### src/rtl/i2c_arb_pkg.sv
// i2c_arb_pkg: shared types and constants for the I2C transaction arbiter.
//   state_t  - sequencer FSM states
//   phase_t  - byte phases of a register transaction (A..E)
//   xact_t   - transaction fields latched from the winning requester
//   ST_*     - completion status codes, ADDR_* - address-byte R/W bit
package i2c_arb_pkg;

  typedef enum logic [2:0] {
    S_IDLE, S_ARB, S_PHASE, S_WAIT, S_STOP, S_STOPWAIT, S_DONE
  } state_t;

  // A: addr+W (start), B: register, C: write data,
  // D: addr+R (repeated start), E: read byte
  typedef enum logic [2:0] {
    PH_A, PH_B, PH_C, PH_D, PH_E
  } phase_t;

  localparam logic [1:0] ST_OK   = 2'b00;
  localparam logic [1:0] ST_NACK = 2'b01;
  localparam logic [1:0] ST_TO   = 2'b10;

  localparam logic ADDR_W = 1'b0;
  localparam logic ADDR_R = 1'b1;

  typedef struct packed {
    logic       rw;
    logic [6:0] addr;
    logic [7:0] rg;
    logic [7:0] wdata;
  } xact_t;

  function automatic logic last_phase(input phase_t p, input logic rw);
    return rw ? (p == PH_E) : (p == PH_C);
  endfunction

  function automatic phase_t next_phase(input phase_t p, input logic rw);
    phase_t n;
    case (p)
      PH_A:    n = PH_B;
      PH_B:    n = rw ? PH_D : PH_C;
      PH_D:    n = PH_E;
      default: n = PH_E;
    endcase
    return n;
  endfunction

endpackage

### src/rtl/rr_arbiter.sv
// rr_arbiter: combinational round-robin pick.
//   req     - request vector
//   last    - index of the previous winner; search starts at last+1 mod NREQ
//   advance - enables the pick; winner is all-zero when low
//   winner  - one-hot winner (zero if no request)
module rr_arbiter #(
  parameter int NREQ = 2
) (
  input  logic [NREQ-1:0]         req,
  input  logic [$clog2(NREQ)-1:0] last,
  input  logic                    advance,
  output logic [NREQ-1:0]         winner
);

  localparam int LW = $clog2(NREQ);

  logic [LW-1:0] idx;
  logic          found;

  always_comb begin
    winner = '0;
    found  = 1'b0;
    idx    = '0;
    for (int k = 1; k <= NREQ; k++) begin
      idx = LW'((int'(last) + k) % NREQ);
      if (advance && !found && req[idx]) begin
        winner[idx] = 1'b1;
        found       = 1'b1;
      end
    end
  end

endmodule

### src/rtl/i2c_arbiter.sv
// i2c_arbiter: round-robin arbiter/sequencer sharing one I2C master among
// NREQ requesters. Each granted transaction is split into byte phases on the
// master's start/stop/dataW/RW/go interface; status and read data return to
// the owner with a one-cycle done pulse.
//   clock, reset          - system clock, async active-high reset
//   req/req_rw/req_addr/req_reg/req_wdata - per-requester transaction
//   grant, done           - one-hot ownership and completion pulse
//   status, rdata         - completion status (OK/NACK/TO) and read byte
//   i2c_start/stop/RW/go/dataW - registered master command
//   i2c_ACK/NACK/TO/busy/dataR - master response
// Optional: define I2C_ARB_WATCHDOG_EN for a per-phase WDT_CYCLES watchdog.
module i2c_arbiter
  import i2c_arb_pkg::*;
#(
  parameter int NREQ       = 2,
  parameter int WDT_CYCLES = 65535
) (
  input  logic              clock,
  input  logic              reset,
  input  logic [NREQ-1:0]   req,
  input  logic [NREQ-1:0]   req_rw,
  input  logic [7*NREQ-1:0] req_addr,
  input  logic [8*NREQ-1:0] req_reg,
  input  logic [8*NREQ-1:0] req_wdata,
  output logic [NREQ-1:0]   grant,
  output logic [NREQ-1:0]   done,
  output logic [1:0]        status,
  output logic [7:0]        rdata,
  output logic              i2c_start,
  output logic              i2c_stop,
  output logic              i2c_RW,
  output logic              i2c_go,
  output logic [7:0]        i2c_dataW,
  input  logic              i2c_ACK,
  input  logic              i2c_NACK,
  input  logic              i2c_TO,
  input  logic              i2c_busy,
  input  logic [7:0]        i2c_dataR
);

  localparam int LW = $clog2(NREQ);

  logic [NREQ-1:0][6:0] addr_p;
  logic [NREQ-1:0][7:0] reg_p;
  logic [NREQ-1:0][7:0] wdata_p;

  assign addr_p  = req_addr;
  assign reg_p   = req_reg;
  assign wdata_p = req_wdata;

  state_t          state;
  phase_t          phase;
  xact_t           xact;
  logic [LW-1:0]   last;
  logic [LW-1:0]   win_idx;
  logic [NREQ-1:0] win;
  logic            sw_first;   // first STOPWAIT cycle: master busy not yet visible
  logic [1:0]      st_r;
  logic [7:0]      rd_r;
  logic            wdt_hit;

  rr_arbiter #(.NREQ(NREQ)) u_rr (
    .req     (req),
    .last    (last),
    .advance (state == S_ARB),
    .winner  (win)
  );

  always_comb begin
    win_idx = '0;
    for (int i = 0; i < NREQ; i++)
      if (win[i]) win_idx = LW'(i);
  end

`ifdef I2C_ARB_WATCHDOG_EN
  localparam int WW = $clog2(WDT_CYCLES + 1);

  logic [WW-1:0] wdt;
  logic          issue;
  logic          waiting;

  assign issue   = (state == S_PHASE && !i2c_busy) || (state == S_STOP);
  assign waiting = (state == S_WAIT) || (state == S_STOPWAIT);
  assign wdt_hit = waiting && (wdt == WW'(WDT_CYCLES));

  always_ff @(posedge clock or posedge reset) begin
    if (reset)                    wdt <= '0;
    else if (issue)               wdt <= '0;
    else if (waiting && !wdt_hit) wdt <= wdt + 1'b1;
  end
`else
  // No watchdog: completion relies on the master's own timeout.
  assign wdt_hit = 1'b0 && (WDT_CYCLES != 0);
`endif

  always_ff @(posedge clock or posedge reset) begin
    if (reset) begin
      state     <= S_IDLE;
      phase     <= PH_A;
      xact      <= '0;
      last      <= LW'(NREQ - 1);
      grant     <= '0;
      done      <= '0;
      status    <= ST_OK;
      rdata     <= '0;
      i2c_start <= 1'b0;
      i2c_stop  <= 1'b0;
      i2c_RW    <= 1'b0;
      i2c_go    <= 1'b0;
      i2c_dataW <= '0;
      sw_first  <= 1'b0;
      st_r      <= ST_OK;
      rd_r      <= '0;
    end else begin
      i2c_go <= 1'b0;
      done   <= '0;
      unique case (state)
        S_IDLE: if (|req) state <= S_ARB;

        S_ARB: begin
          if (|win) begin
            xact.rw    <= req_rw[win_idx];
            xact.addr  <= addr_p[win_idx];
            xact.rg    <= reg_p[win_idx];
            xact.wdata <= wdata_p[win_idx];
            grant      <= win;
            last       <= win_idx;
            phase      <= PH_A;
            st_r       <= ST_OK;
            rd_r       <= '0;
            state      <= S_PHASE;
          end else begin
            state <= S_IDLE;
          end
        end

        S_PHASE: begin
          if (!i2c_busy) begin
            i2c_go   <= 1'b1;
            i2c_stop <= 1'b0;
            unique case (phase)
              PH_A: begin
                i2c_start <= 1'b1;
                i2c_RW    <= 1'b0;
                i2c_dataW <= {xact.addr, ADDR_W};
              end
              PH_B: begin
                i2c_start <= 1'b0;
                i2c_RW    <= 1'b0;
                i2c_dataW <= xact.rg;
              end
              PH_C: begin
                i2c_start <= 1'b0;
                i2c_RW    <= 1'b0;
                i2c_dataW <= xact.wdata;
              end
              PH_D: begin
                i2c_start <= 1'b1;
                i2c_RW    <= 1'b0;
                i2c_dataW <= {xact.addr, ADDR_R};
              end
              default: begin
                i2c_start <= 1'b0;
                i2c_RW    <= 1'b1;
                i2c_dataW <= 8'hFF;
              end
            endcase
            state <= S_WAIT;
          end
        end

        // TO beats NACK beats ACK when several arrive together
        S_WAIT: begin
          if (i2c_TO || wdt_hit) begin
            st_r  <= ST_TO;
            state <= S_STOP;
          end else if (i2c_NACK) begin
            st_r  <= ST_NACK;
            state <= S_STOP;
          end else if (i2c_ACK) begin
            if (phase == PH_E) rd_r <= i2c_dataR;
            if (last_phase(phase, xact.rw)) begin
              state <= S_STOP;
            end else begin
              phase <= next_phase(phase, xact.rw);
              state <= S_PHASE;
            end
          end
        end

        S_STOP: begin
          i2c_go    <= 1'b1;
          i2c_start <= 1'b0;
          i2c_stop  <= 1'b1;
          i2c_RW    <= 1'b0;
          sw_first  <= 1'b1;
          state     <= S_STOPWAIT;
        end

        // done is registered here so it appears one cycle after busy falls
        S_STOPWAIT: begin
          sw_first <= 1'b0;
          if (wdt_hit) begin
            done   <= grant;
            status <= ST_TO;
            rdata  <= '0;
            state  <= S_DONE;
          end else if (!sw_first && !i2c_busy) begin
            done   <= grant;
            status <= st_r;
            rdata  <= (st_r == ST_OK && xact.rw) ? rd_r : 8'h00;
            state  <= S_DONE;
          end
        end

        S_DONE: begin
          grant <= '0;
          state <= S_IDLE;
        end

        default: state <= S_IDLE;
      endcase
    end
  end

endmodule

### config.mk
export PLATFORM = sky130hd
export DESIGN_NAME = i2c_arbiter
export DESIGN_NICKNAME = d
export VERILOG_FILES = /design/src/rtl/i2c_arb_pkg.sv /design/src/rtl/rr_arbiter.sv /design/src/rtl/i2c_arbiter.sv
export SDC_FILE = /design/constraint.sdc
export NUM_CORES = 1
export LEC_CHECK = 0
export ABC_AREA = 1
export CORE_MARGIN = 3
export CORE_UTILIZATION = 36
export DETAILED_ROUTE_END_ITERATION = 16
export PLACE_DENSITY_LB_ADDON = 0.1
export RECOVER_POWER = 50
export SLEW_MARGIN = 20
export SYNTH_ARGS = -nofsm -noshare
export SYNTH_HDL_FRONTEND = slang
export SYNTH_SLANG_ARGS = --single-unit
### constraint.sdc
create_clock -name clock -period 2.2 [get_ports clock]
set_input_delay 0.33 -clock clock [delete_from_list [all_inputs] [get_ports clock]]
set_output_delay 0.33 -clock clock [all_outputs]
set_load 0.01 [all_outputs]
==> impl_metrics.py, run 1 <==
metrics = {
    "yosys": {
        "synth.area.top_cells": "dfrtp_1 (49%), nand2_1 (15%), inv_1 (5.6%)",
        "post_synth_num_cell_types": 25,
        "synthTopCellsByCount": "nand2_1 (141), dfrtp_1 (67), inv_1 (51)",
        "synth_top_area_frac": 0.491,
        "synth-async-reset-ratio": 1.00,
        "syn-instance-count": 447,
        "ys_seq_area_frac": 0.498,
        "yosys.area.top_type": "dfrtp_1",
        "syn_avg_cell_area_um2": 7.64,
        "synth_area_mm2": 0.00342,
        "yosys_warnings": 0,
        "synth_most_common_cell": "nand2_1",
        "syn_nets": 511,
        "synth_seq_cells": 68,
        "synth_edf_count": 0,
        "synth_flop_cell": "dfrtp_1",
    },
    "detailed_routing": {
        "post_drt_wl_per_cell_um": 12.9,
        "drc": 0,
        "vias": 3128,
        "wl_mm": 8.62,
        "drtPass1Iterations": 5,
        "vias_per_cell": 4.67,
        "drt_iter0_markers": 155,
        "ant_nets": 0,
    },
    "die": {
        "die_y_um": 103,
        "fp.dieW_um": 103,
        "core_area_mm2": 0.00898,
        "die_area_mm2": 0.0107,
        "ios": 90,
        "initial_utilization": 0.381,
        "num_rows": 34,
    },
    "worst_setup_path": {
        "worstPathRequired_ns": 2.43,
        "r2r-start": "state[1]$_DFFE_PP0P_",
        "crit_fanout": 10,
        "crit_type": "reg2reg",
        "start_kind": "flip-flop",
        "cp-startpoint": "state[1]$_DFFE_PP0P_",
        "end_kind": "flip-flop",
        "cp.arrival_ns": 1.95,
        "rrSetupSlack_ns": 0.48,
    },
    "cells_and_area": {
        "nFillCells": 916,
        "nets": 603,
        "drive_above_1_share": 0.0699,
        "area_delta_synth_final_pct": 36.0,
        "multiInputGateArea_mm2": 0.00140,
        "diodes": 0,
        "seqCellArea_mm2": 0.00170,
        "stdcell_area_mm2": 0.00465,
    },
    "global_routing": {
        "antenna_found_initial": 0,
        "grt_pass1_wl_mm": 14.1,
        "grt.overflow.total": 0,
        "grt_pass1_vias": 2925,
        "grt_max_degree": 32,
        "track_usage": 0.170,
    },
    "sta": {
        "min_period_ns": 1.72,
        "relSlewSlack": 0.424,
        "setup_tns_ns": 0,
        "finalHoldViolCount": 0,
        "maxSlewViolCount": 0,
        "fmax_ghz": 0.581,
        "finalCritPeriodShare": 0.782,
        "skew_ns": 0.0132,
        "setup_viol": 0,
        "rsz0062_at_grt": "false",
        "worst_pin_slew_ns": 0.862,
    },
    "clock_network": {
        "cts.sinks": 68,
        "path_clk_slew_ns": 0.07,
        "cts_tree": "done",
        "htreeDepth": 3,
        "cts.root.buffer_cell": "clkbuf_8",
        "cts_hold_buf": 0,
        "ctsResizeCount": 0,
        "insertion_delay_ns": 0.35,
        "clockBufferDepth": 2,
        "cts_setup_buffers": 0,
        "numCtsBuffers": 9,
    },
    "power": {
        "p_leak_nw": 2.33,
        "p_total_mw": 5.43,
        "ir_worst_vdd_uv": 521,
        "p_per_area_mw_per_mm2": 1170,
    },
    "place": {
        "io_buffer_count": 89,
        "placed_area_mm2": 0.00445,
        "hpwl_mm": 6.61,
        "gp_congestion": 0.846,
    },
    "status": {
        "outcome": "complete, no violations",
    },
    "worst_hold_path": {
        "hp-start": "rdata[1]$_DFFE_PP0P_",
        "hold_path_class": "reg2reg",
    },
    "run": {
        "drv_cap": 0,
    },
}
==> sequential cells by signal, summed over array words and instances, names as in the netlist, 2 cells and up <==
register,cells
xact,24
st_r,2
grant,2
rdata,8
phase,3
done,2
i2c_dataW,8
rd_r,8
state,3
status,2
==> metal layers <==
| layer | wire length (µm) | up-vias | global-route usage | part of all wire |
|---|---|---|---|---|
| met5 | 0 | - | 0 | 0 |
| met4 | 91 | 0 | 0.0528 | 0.011 |
| met3 | 505 | 9 | 0.0396 | 0.059 |
| met2 | 3880 | 103 | 0.253 | 0.45 |
| met1 | 4150 | 1421 | 0.247 | 0.48 |
| li1 | - | 1595 | - | - |
==> logic make-up after synthesis <==
| family | share of synthesized area |
|---|---|
| AO/OA/AOI/OAI | 0.110 |
| buffers and inverters | 0.0923 |
| flip-flops | 0.498 |
| AND/OR/NAND/NOR | 0.300 |
==> stage by stage <==
stage	std cells	util	hold slack, ns	setup WS [ns]
floorplan	447	-	0.439	0.160
detailed placement	654	0.496	0.467	0.317
CTS	670	0.521	0.359	0.495
finish	670	0.518	0.480	0.480
global route	670	0.518	0.496	0.186
global placement	654	0.496	0.462	0.349
==> worst max-delay path, cell delays in order, from the launching register on <==
cell     delay (ns)
dfrtp_1        0.61
nand3_1        0.30
inv_1          0.26
nand3_1        0.11
nand2_1        0.12
nor2_1         0.08
nand2_1        0.08
nand2_1        0.05
==> report_power, final <==
group / switching [mW] / internal, mW / leakage [nW]
Combinational: 1.26 / 0.919 / 1.38
Sequential: 0.332 / 1.75 / 0.839
Clock: 0.513 / 0.644 / 0.110
Total: 2.11 / 3.32 / 2.33
==> layout by cell type, fill, tap and decap left out, types with 6 or more instances in the layout <==
cell / synthesis / final
o21ai_1: 10 / 10
nor2_1: 38 / 38
nand3b_1: 8 / 8
dfrtp_1: 67 / 67
nand3_1: 35 / 35
inv_1: 51 / 53
clkbuf_8: 0 / 9
nand2_1: 141 / 141
dlygate4sd3_1: 0 / 6
o21ai_0: 25 / 25
a21oi_1: 34 / 34
clkdlybuf4s50_1: 0 / 83
==> path summary, 6_finish.rpt <==
kind | to | cells past startpoint
worst max-delay path | state[0]$_DFFE_PP0P_ | 7
worst min-delay path | rdata[1]$_DFFE_PP0P_ | 2
worst max register to register | state[0]$_DFFE_PP0P_ | 7
worst min register to register | rdata[1]$_DFFE_PP0P_ | 2
max in group asynchronous | st_r[0]$_DFFE_PP0P_ | 3
min in group asynchronous | i2c_dataW[2]$_DFFE_PP0P_ | 2
==> cell type report <==
| cell class | count | area share |
|---|---|---|
| sequential | 68 | 0.366 |
| multi-input combinational | 308 | 0.301 |
| timing repair buffer | 97 | 0.206 |
| inverter | 55 | 0.0444 |
| tap | 126 | 0.0339 |
| clock buffer | 9 | 0.0267 |
| clock inverter | 7 | 0.0213 |
(Power assumes the default switching activity.)
==> run 2: changes to the inputs <==
Clock period 2.2 ns to 1.6 ns, I/O delays scaled along.
==> impl_metrics.py, run 2 (synthesized netlist as in run 1, its figures left out) <==
metrics = {
    "status": {
        "outcome": "complete, no violations",
    },
    "sta": {
        "holdWs_ns": 0.481,
        "relSlewSlack": 0.381,
        "finalCritPeriodShare": 0.943,
        "setup_viol": 0,
        "skew_ns": 0.00809,
        "worst_pin_slew_ns": 0.928,
        "fmax_ghz": 0.662,
        "min_period_ns": 1.51,
        "finalHoldViolCount": 0,
        "maxSlewViolCount": 0,
    },
    "clock_network": {
        "path_clk_slew_ns": 0.08,
        "cts_hold_buf": 0,
        "insertion_delay_ns": 0.34,
        "cts_tree": "done",
        "numCtsBuffers": 9,
        "clockBufferDepth": 2,
        "cts.sinks": 68,
        "cts.root.buffer_cell": "clkbuf_8",
        "htreeDepth": 3,
    },
    "die": {
        "initial_utilization": 0.381,
        "fp.dieW_um": 103,
        "core_area_mm2": 0.00898,
        "ios": 90,
        "die_area_mm2": 0.0107,
        "die_y_um": 103,
        "num_rows": 34,
    },
    "worst_setup_path": {
        "crit_fanout": 2,
        "crit_type": "reg2out",
        "start_kind": "flip-flop",
        "crit_family": "buffers and inverters",
        "cp.arrival_ns": 1.27,
        "path_buf_inv": 1,
        "worstPathRequired_ns": 1.36,
        "cpMaxStageDelayCell": "clkdlybuf4s50_1",
        "critPathMaxStageDelay_ns": 0.55,
        "cp-startpoint": "i2c_stop$_DFFE_PP0P_",
        "cp_cell_sequence": "clkdlybuf4s50_1",
        "r2r-start": "state[2]$_DFFE_PP0P_",
        "end_kind": "output port",
    },
    "cells_and_area": {
        "diodes": 0,
        "area_delta_synth_final_pct": 40.2,
        "regMostFlops": "xact",
        "layout_commonest_cell": "nand2_1",
        "nets": 615,
        "drive_above_1_share": 0.103,
        "final_cell_mix": "nand2_1 (141), clkdlybuf4s50_1 (88), dfrtp_1 (65), inv_1 (50), nor2_1 (38)",
        "largest_reg_flops": 24,
        "seqCellArea_mm2": 0.00171,
        "stdcell_area_mm2": 0.00479,
        "multiInputGateArea_mm2": 0.00141,
        "nFillCells": 872,
        "layout.cells.non_filler": 682,
    },
    "global_routing": {
        "track_usage": 0.166,
        "grt_pass1_vias": 2894,
        "grt_max_degree": 69,
        "grt_pass1_wl_mm": 13.6,
        "antenna_found_initial": 0,
        "grt.overflow.total": 0,
    },
    "place": {
        "dp.cells": 663,
        "hpwl_mm": 6.31,
        "placed_area_mm2": 0.00453,
        "gp_congestion": 0.844,
        "io_buffer_count": 89,
    },
    "power": {
        "ir_worst_vdd_uv": 565,
        "p_leak_nw": 2.37,
        "p_total_mw": 7.73,
        "p_per_area_mw_per_mm2": 1610,
    },
    "detailed_routing": {
        "vias": 3109,
        "drt_iter0_markers": 141,
        "ant_nets": 0,
        "post_drt_wl_per_cell_um": 12.5,
        "drtPass1Iterations": 4,
        "vias_per_cell": 4.56,
        "wl_mm": 8.56,
        "drc": 0,
    },
    "run": {
        "drv_cap": 0,
    },
    "worst_hold_path": {
        "hold_path_class": "reg2reg",
        "hp-start": "xact[16]$_DFFE_PP0P_",
    },
}
-- run 2: power by group --
part | internal (mW) | switching, mW
Combinational | 1.47 | 1.83
Clock | 0.920 | 0.662
Sequential | 2.42 | 0.423
Total | 4.81 | 2.92
-- run 2: metal layers --
layer  wire, µm  global-route usage  vias to the layer above
li1           -                   -                     1611
met1       4160               0.228                     1424
met2       3890               0.255                       65
met3        361              0.0335                        9
met4        146              0.0717                        0
met5          0                   0                        -
-- run 2: final timing paths --
check / slack [ns] / cells after the start / to
worst max-delay path: 0.09 / 1 / i2c_stop
worst min-delay path: 0.48 / 2 / i2c_dataW[1]$_DFFE_PP0P_
worst max register to register: 0.10 / 7 / xact[4]$_DFFE_PP0P_
worst min register to register: 0.48 / 2 / i2c_dataW[1]$_DFFE_PP0P_
max in group asynchronous: 0.28 / 3 / state[1]$_DFFE_PP0P_
min in group asynchronous: 0.70 / 3 / state[0]$_DFFE_PP0P_
-- run 2: worst register-to-register path: stages, from the launching register on --
cell     delay [ns]
dfrtp_1        0.41
inv_2          0.11
nand2_2        0.10
nor2_4         0.18
nand2_4        0.09
buf_12         0.17
o21ai_0        0.23
a21oi_1        0.09
-- run 2: area by class of cell --
class	count	area share
sequential	68	0.356
clock inverter	6	0.0180
inverter	55	0.0439
tap	126	0.0329
clock buffer	10	0.0287
multi-input combinational	308	0.295
timing repair buffer	109	0.225
-- run 2: per-stage QoR --
stage           util  setup WS, ns  setup TNS (ns)
3_3_place_gp   0.504       -0.0294         -0.0315
2_1_floorplan      -         0.302               0
6_report       0.534        0.0905               0
3_5_place_dp   0.504       -0.0576          -0.689
5_1_grt        0.534       -0.0175         -0.0224
4_1_cts        0.529       0.00736               0
-- run 2: timing repair --
action,CTS,global route
setup buffers,0,2
gates resized for setup,0,6
setup endpoints to repair,0,37
==> run 3: changes to the inputs <==
Settings changed: SKIP_LAST_GASP from default to 1.
==> results of run 3 <==
Same layout as run 2: the final DEF is identical, and so are final timing and power.
